<file path="config.mk">
export PLATFORM = sky130hd
export DESIGN_NAME = rr_arbiter_4
export DESIGN_NICKNAME = d
export VERILOG_FILES = /design/src/rtl/rr_arbiter_4_pkg.sv /design/src/rtl/mux_4.sv /design/src/rtl/rr_arbiter_4.sv
export SDC_FILE = /design/constraint.sdc
export NUM_CORES = 1
export LEC_CHECK = 0
export BUFFER_PORTS_ARGS = -buffer_cell sky130_fd_sc_hd__clkbuf_2
export CAP_MARGIN = 40
export CORE_ASPECT_RATIO = 0.8
export CORE_MARGIN = 2
export CORE_UTILIZATION = 32
export CTS_CLUSTER_DIAMETER = 30
export CTS_CLUSTER_SIZE = 14
export DETAILED_ROUTE_END_ITERATION = 10
export PLACE_DENSITY = 0.78
export SYNTH_ARGS = -nofsm -noshare
export SYNTH_HDL_FRONTEND = slang
export SYNTH_SLANG_ARGS = --single-unit
export TNS_END_PERCENT = 10
</file>
<file path="constraint.sdc">
create_clock -name clock -period 1.23 [get_ports clock]
set_input_delay 0.0615 -clock clock [delete_from_list [all_inputs] [get_ports clock]]
set_output_delay 0.0615 -clock clock [all_outputs]
set_load 0.1 [all_outputs]
</file>
<file path="src/rtl/rr_arbiter_4_pkg.sv">
// rtl/rr_arbiter_4_pkg.sv - shared constants, state encoding and helpers for rr_arbiter_4
package rr_arbiter_4_pkg;

  localparam int NUM_REQ = 4;
  localparam int IDX_W   = 2;

  typedef enum logic {
    ST_IDLE = 1'b0,
    ST_BUSY = 1'b1
  } state_e;

  // First set request at or after ptr, wrapping; index arithmetic is mod 4 by width.
  function automatic logic [IDX_W-1:0] rr_pick(input logic [NUM_REQ-1:0] req,
                                               input logic [IDX_W-1:0]   ptr);
    logic [IDX_W-1:0] idx;
    logic [IDX_W-1:0] result;
    logic             found;
    result = ptr;
    found  = 1'b0;
    for (int k = 0; k < NUM_REQ; k++) begin
      idx = ptr + IDX_W'(k);
      if (!found && req[idx]) begin
        result = idx;
        found  = 1'b1;
      end
    end
    return result;
  endfunction

  function automatic logic [NUM_REQ-1:0] idx_to_onehot(input logic [IDX_W-1:0] idx);
    return NUM_REQ'(1) << idx;
  endfunction

endpackage

</file>
<file path="src/rtl/mux_4.sv">
// rtl/mux_4.sv - WIDTH-bit 4:1 data multiplexer
module mux_4 #(
  parameter int WIDTH = 32
) (
  output logic [WIDTH-1:0] out,
  input  logic [1:0]       select,
  input  logic [WIDTH-1:0] in0,
  input  logic [WIDTH-1:0] in1,
  input  logic [WIDTH-1:0] in2,
  input  logic [WIDTH-1:0] in3
);

  always_comb begin
    out = in0;
    case (select)
      2'd0:    out = in0;
      2'd1:    out = in1;
      2'd2:    out = in2;
      2'd3:    out = in3;
      default: out = in0;
    endcase
  end

endmodule

</file>
<file path="src/rtl/rr_arbiter_4.sv">
// rtl/rr_arbiter_4.sv - 4-requester round-robin arbiter with valid/ready output handshake
module rr_arbiter_4
  import rr_arbiter_4_pkg::*;
#(
  parameter int WIDTH = 32
) (
  input  logic               clock,
  input  logic               reset,
  input  logic [NUM_REQ-1:0] req,
  input  logic [WIDTH-1:0]   in0,
  input  logic [WIDTH-1:0]   in1,
  input  logic [WIDTH-1:0]   in2,
  input  logic [WIDTH-1:0]   in3,
  input  logic               out_ready,
  output logic               out_valid,
  output logic [WIDTH-1:0]   out_data,
  output logic [IDX_W-1:0]   select,
  output logic [NUM_REQ-1:0] grant,
  output logic [NUM_REQ-1:0] ack
);

  state_e           state_q, state_d;
  logic [IDX_W-1:0] ptr_q, ptr_d;
  logic [IDX_W-1:0] select_q, select_d;
  logic             busy;

  always_comb begin
    state_d  = state_q;
    ptr_d    = ptr_q;
    select_d = select_q;
    case (state_q)
      ST_IDLE: begin
        if (|req) begin
          select_d = rr_pick(req, ptr_q);
          state_d  = ST_BUSY;
        end
      end
      ST_BUSY: begin
        // A ready consumer completes the transfer even if the request drops that cycle.
        if (out_ready) begin
          ptr_d   = select_q + IDX_W'(1);
          state_d = ST_IDLE;
        end else if (!req[select_q]) begin
          state_d = ST_IDLE;
        end
      end
      default: state_d = ST_IDLE;
    endcase
  end

  always_ff @(posedge clock) begin
    if (reset) begin
      state_q  <= ST_IDLE;
      ptr_q    <= '0;
      select_q <= '0;
    end else begin
      state_q  <= state_d;
      ptr_q    <= ptr_d;
      select_q <= select_d;
    end
  end

  // Reset masks the outputs immediately so an in-flight transfer never acks.
  assign busy      = (state_q == ST_BUSY) && !reset;
  assign out_valid = busy;
  assign select    = reset ? '0 : select_q;
  assign grant     = busy ? idx_to_onehot(select_q) : '0;
  assign ack       = (busy && out_ready) ? idx_to_onehot(select_q) : '0;

  mux_4 #(
    .WIDTH(WIDTH)
  ) u_mux (
    .out   (out_data),
    .select(select),
    .in0   (in0),
    .in1   (in1),
    .in2   (in2),
    .in3   (in3)
  );

endmodule

</file>
==> results.ini <==
[run_status]
status=finished, violations left
violations=setup timing

[power]
sequentialPowerShare_pct=4.8
ir_drop_mv=0.601
comb_power_share_pct=87.3
power.switching_mw=2.17
p_per_area_nw_per_um2=921
p_int_mw=1.87
swShare_pct=53.7
p_leak_nw=1.87
clkPwrFrac_pct=7.9

[finish]
design_area_sq_um=4380
area_growth_pct=167
diodes=0
final_common_cell=clkbuf_2
final_util_pct=88.0
drive_above_1_share_pct=91.3
nets=531
layout_common_cells=clkbuf_2 (134), a22oi_2 (57), buf_12 (51)

[logic_synthesis]
synthesis.area_sq_um=1640
ys_types=29
synth-seq-cells=5
syn_nets=338
synth_top_cells_by_area=a22oi_1 (29%), mux2_4 (26%), o21ai_1 (7.6%), dfxtp_1 (6.1%), buf_2 (3.7%)
yosysTopAreaCell=a22oi_1
syn_inst=199
yosysSeqAreaShare_pct=6.10
ys.flop_type=dfxtp_1
synth_edf_count=0
synth_top_area_share_pct=29.3
syn_avg_cell_area_sq_um=8.25
postSynth.asyncResetShare_pct=0
ys.warnings.count=0

[place]
portBuffers=177
gp_congestion=0.868
placed_cell_area_sq_um=3790
hpwl_mm=6.06

[drt]
viasPerCell=5.68
detail_route.wl_per_cell_um=19.0
first_pass_iters=4
dr_wl_met2_mm=4.67
dr_wl_met3_um=590
wl_met1_mm=3.15
topRoutingLayerUsed=met4
routed_wl_mm=8.60
drc=0
antenna_left=0
num_vias=2575
drt_iter0_drc=128

[run]
maxCapViolCount=0

[sta]
min_period_ns=1.72
setup_violations=43
finalHoldViolations=0
clock.fmax_ghz=0.582
max_slew.worst_pin.slew_ns=0.438
slew_headroom_pct=70.5
period_share_pct=140
clock_skew_ns=0.000125
worst_slack_ns=-0.489
rsz0062_at_grt=yes
slew_violations=0

[worst_setup_path]
critPathTopFamily=buffers and inverters
worstPathRequired_ns=1.17
critPathMaxStageDelay_ns=0.38
critical_path_buf_inv_count=5
crit_type=reg -> out
cp.arrival_ns=1.66
end_kind=primary output
cp-start-kind=flop
path_cells=buf_6 > inv_6 > nor2_4 > buf_4 > buf_12 > a22oi_2 > o21ai_4 > buf_12
cp_slowest_cell=dfxtp_4
critPathMostFrequentCell=buf_12
cp_max_fo=8

[global_route]
grt_pass1_wl_mm=13.0
grt-ovfl-total=0
antenna_found_initial=0
track_usage_pct=28.4
grt_max_degree=20
grt_pass1_vias=2755

[die]
ios=178
die_width_um=84.1
chipHeight_um=68.1
num_rows=23
start_util_pct=33.0
die_area_sq_um=5720
coreArea_sq_um=4980

[clocking]
tritoncts=done
cts.reportedPaths.clkPinSlew_ns=0.04
clock-sinks=5
clockBufferDepth=2
htree_num_levels=1
cts_made_buffers=3
clkLatencyLatePin_ns=0.23
hold_buffers=0
cts_root_buffer=clkbuf_8

[min_path]
hp-class=in -> reg

metrics by stage:
stage | setup slack, ns | std cells | hold slack, ns | total power [mW] | setup TNS (ns)
3_5_place_dp | -0.373 | 437 | 0.413 | 3.41 | -9.45
6_report | -0.489 | 453 | 0.186 | 4.04 | -17.13
5_1_grt | -0.543 | 453 | 0.206 | 4.17 | -19.36
4_1_cts | -0.471 | 454 | 0.173 | 4.04 | -16.50
3_3_place_gp | -0.280 | 437 | 0.386 | 3.35 | -8.05
2_1_floorplan | -0.382 | 199 | 0.181 | 2.27 | -13.87
cell usage after synthesis, types with 2 or more instances:
cell type	n
and2_1	4
inv_1	6
mux2_4	28
and3_1	4
mux2_2	4
a21oi_1	3
nor2_1	4
o21ai_0	11
buf_2	12
ha_1	4
buf_6	5
nor2b_1	2
a311oi_1	2
clkbuf_1	3
dfxtp_1	5
a22oi_1	64
o21ai_1	25
nor3_1	2
layer usage:
layer  vias to the layer above  track usage [%]
met3                        21             4.34
met5                         -                0
met4                         0             10.3
met2                       144             57.1
met1                      1222             30.6
li1                       1188                -
worst paths after layout:
path | slack [ns] | cells past startpoint | from | end
max | -0.49 | 8 | select_q[1] | out_data[8]
min | 0.19 | 3 | req[1] | select_q[1]
max reg2reg | -0.02 | 5 | select_q[1] | state_q
min reg2reg | 0.57 | 2 | ptr_q[1] | select_q[1]
logic make-up after synthesis:
family | share of synthesized area (%)
adder cells (fa/ha/maj) | 3.05
AND/OR/NAND/NOR | 7.09
buffers and inverters | 9.83
multiplexers | 29.7
flip-flops | 6.10
AO/OA/AOI/OAI | 44.2
state kept, by name, summed over array words and instances, names as in the netlist:
name and flops:
select_q 2, ptr_q 2, state_q 1
area by class of cell:
type	count	area (sq um)
multi-input cells	166	2140
repair buffers	209	1980
inverters	7	31.3
well taps	62	77.6
flip-flops and latches	5	110
clock buffers	4	45.0
fillers	240	596
tightest hold or removal path, stage by stage:
cell and delay (ns):
clkbuf_2 0.13, a211o_1 0.11, a311oi_1 0.07
timing repair:
action | in CTS | in global routing
pin swaps | 29 | 11
setup endpoints to repair | 43 | 46
resized for setup | 74 | 9
setup buffers | 8 | 1
cloned | 5 | 0
hold endpoints to repair | 0 | 0
power groups by stage:
stage | clock [mW] | combinational (mW) | sequential [mW]
finish | 0.319 | 3.52 | 0.195
detailed placement | 0 | 3.21 | 0.197
global route | 0.339 | 3.63 | 0.198
CTS | 0.325 | 3.52 | 0.193
global placement | 0 | 3.16 | 0.195
floorplan | 0 | 2.08 | 0.191
(Power assumes the default switching activity.)
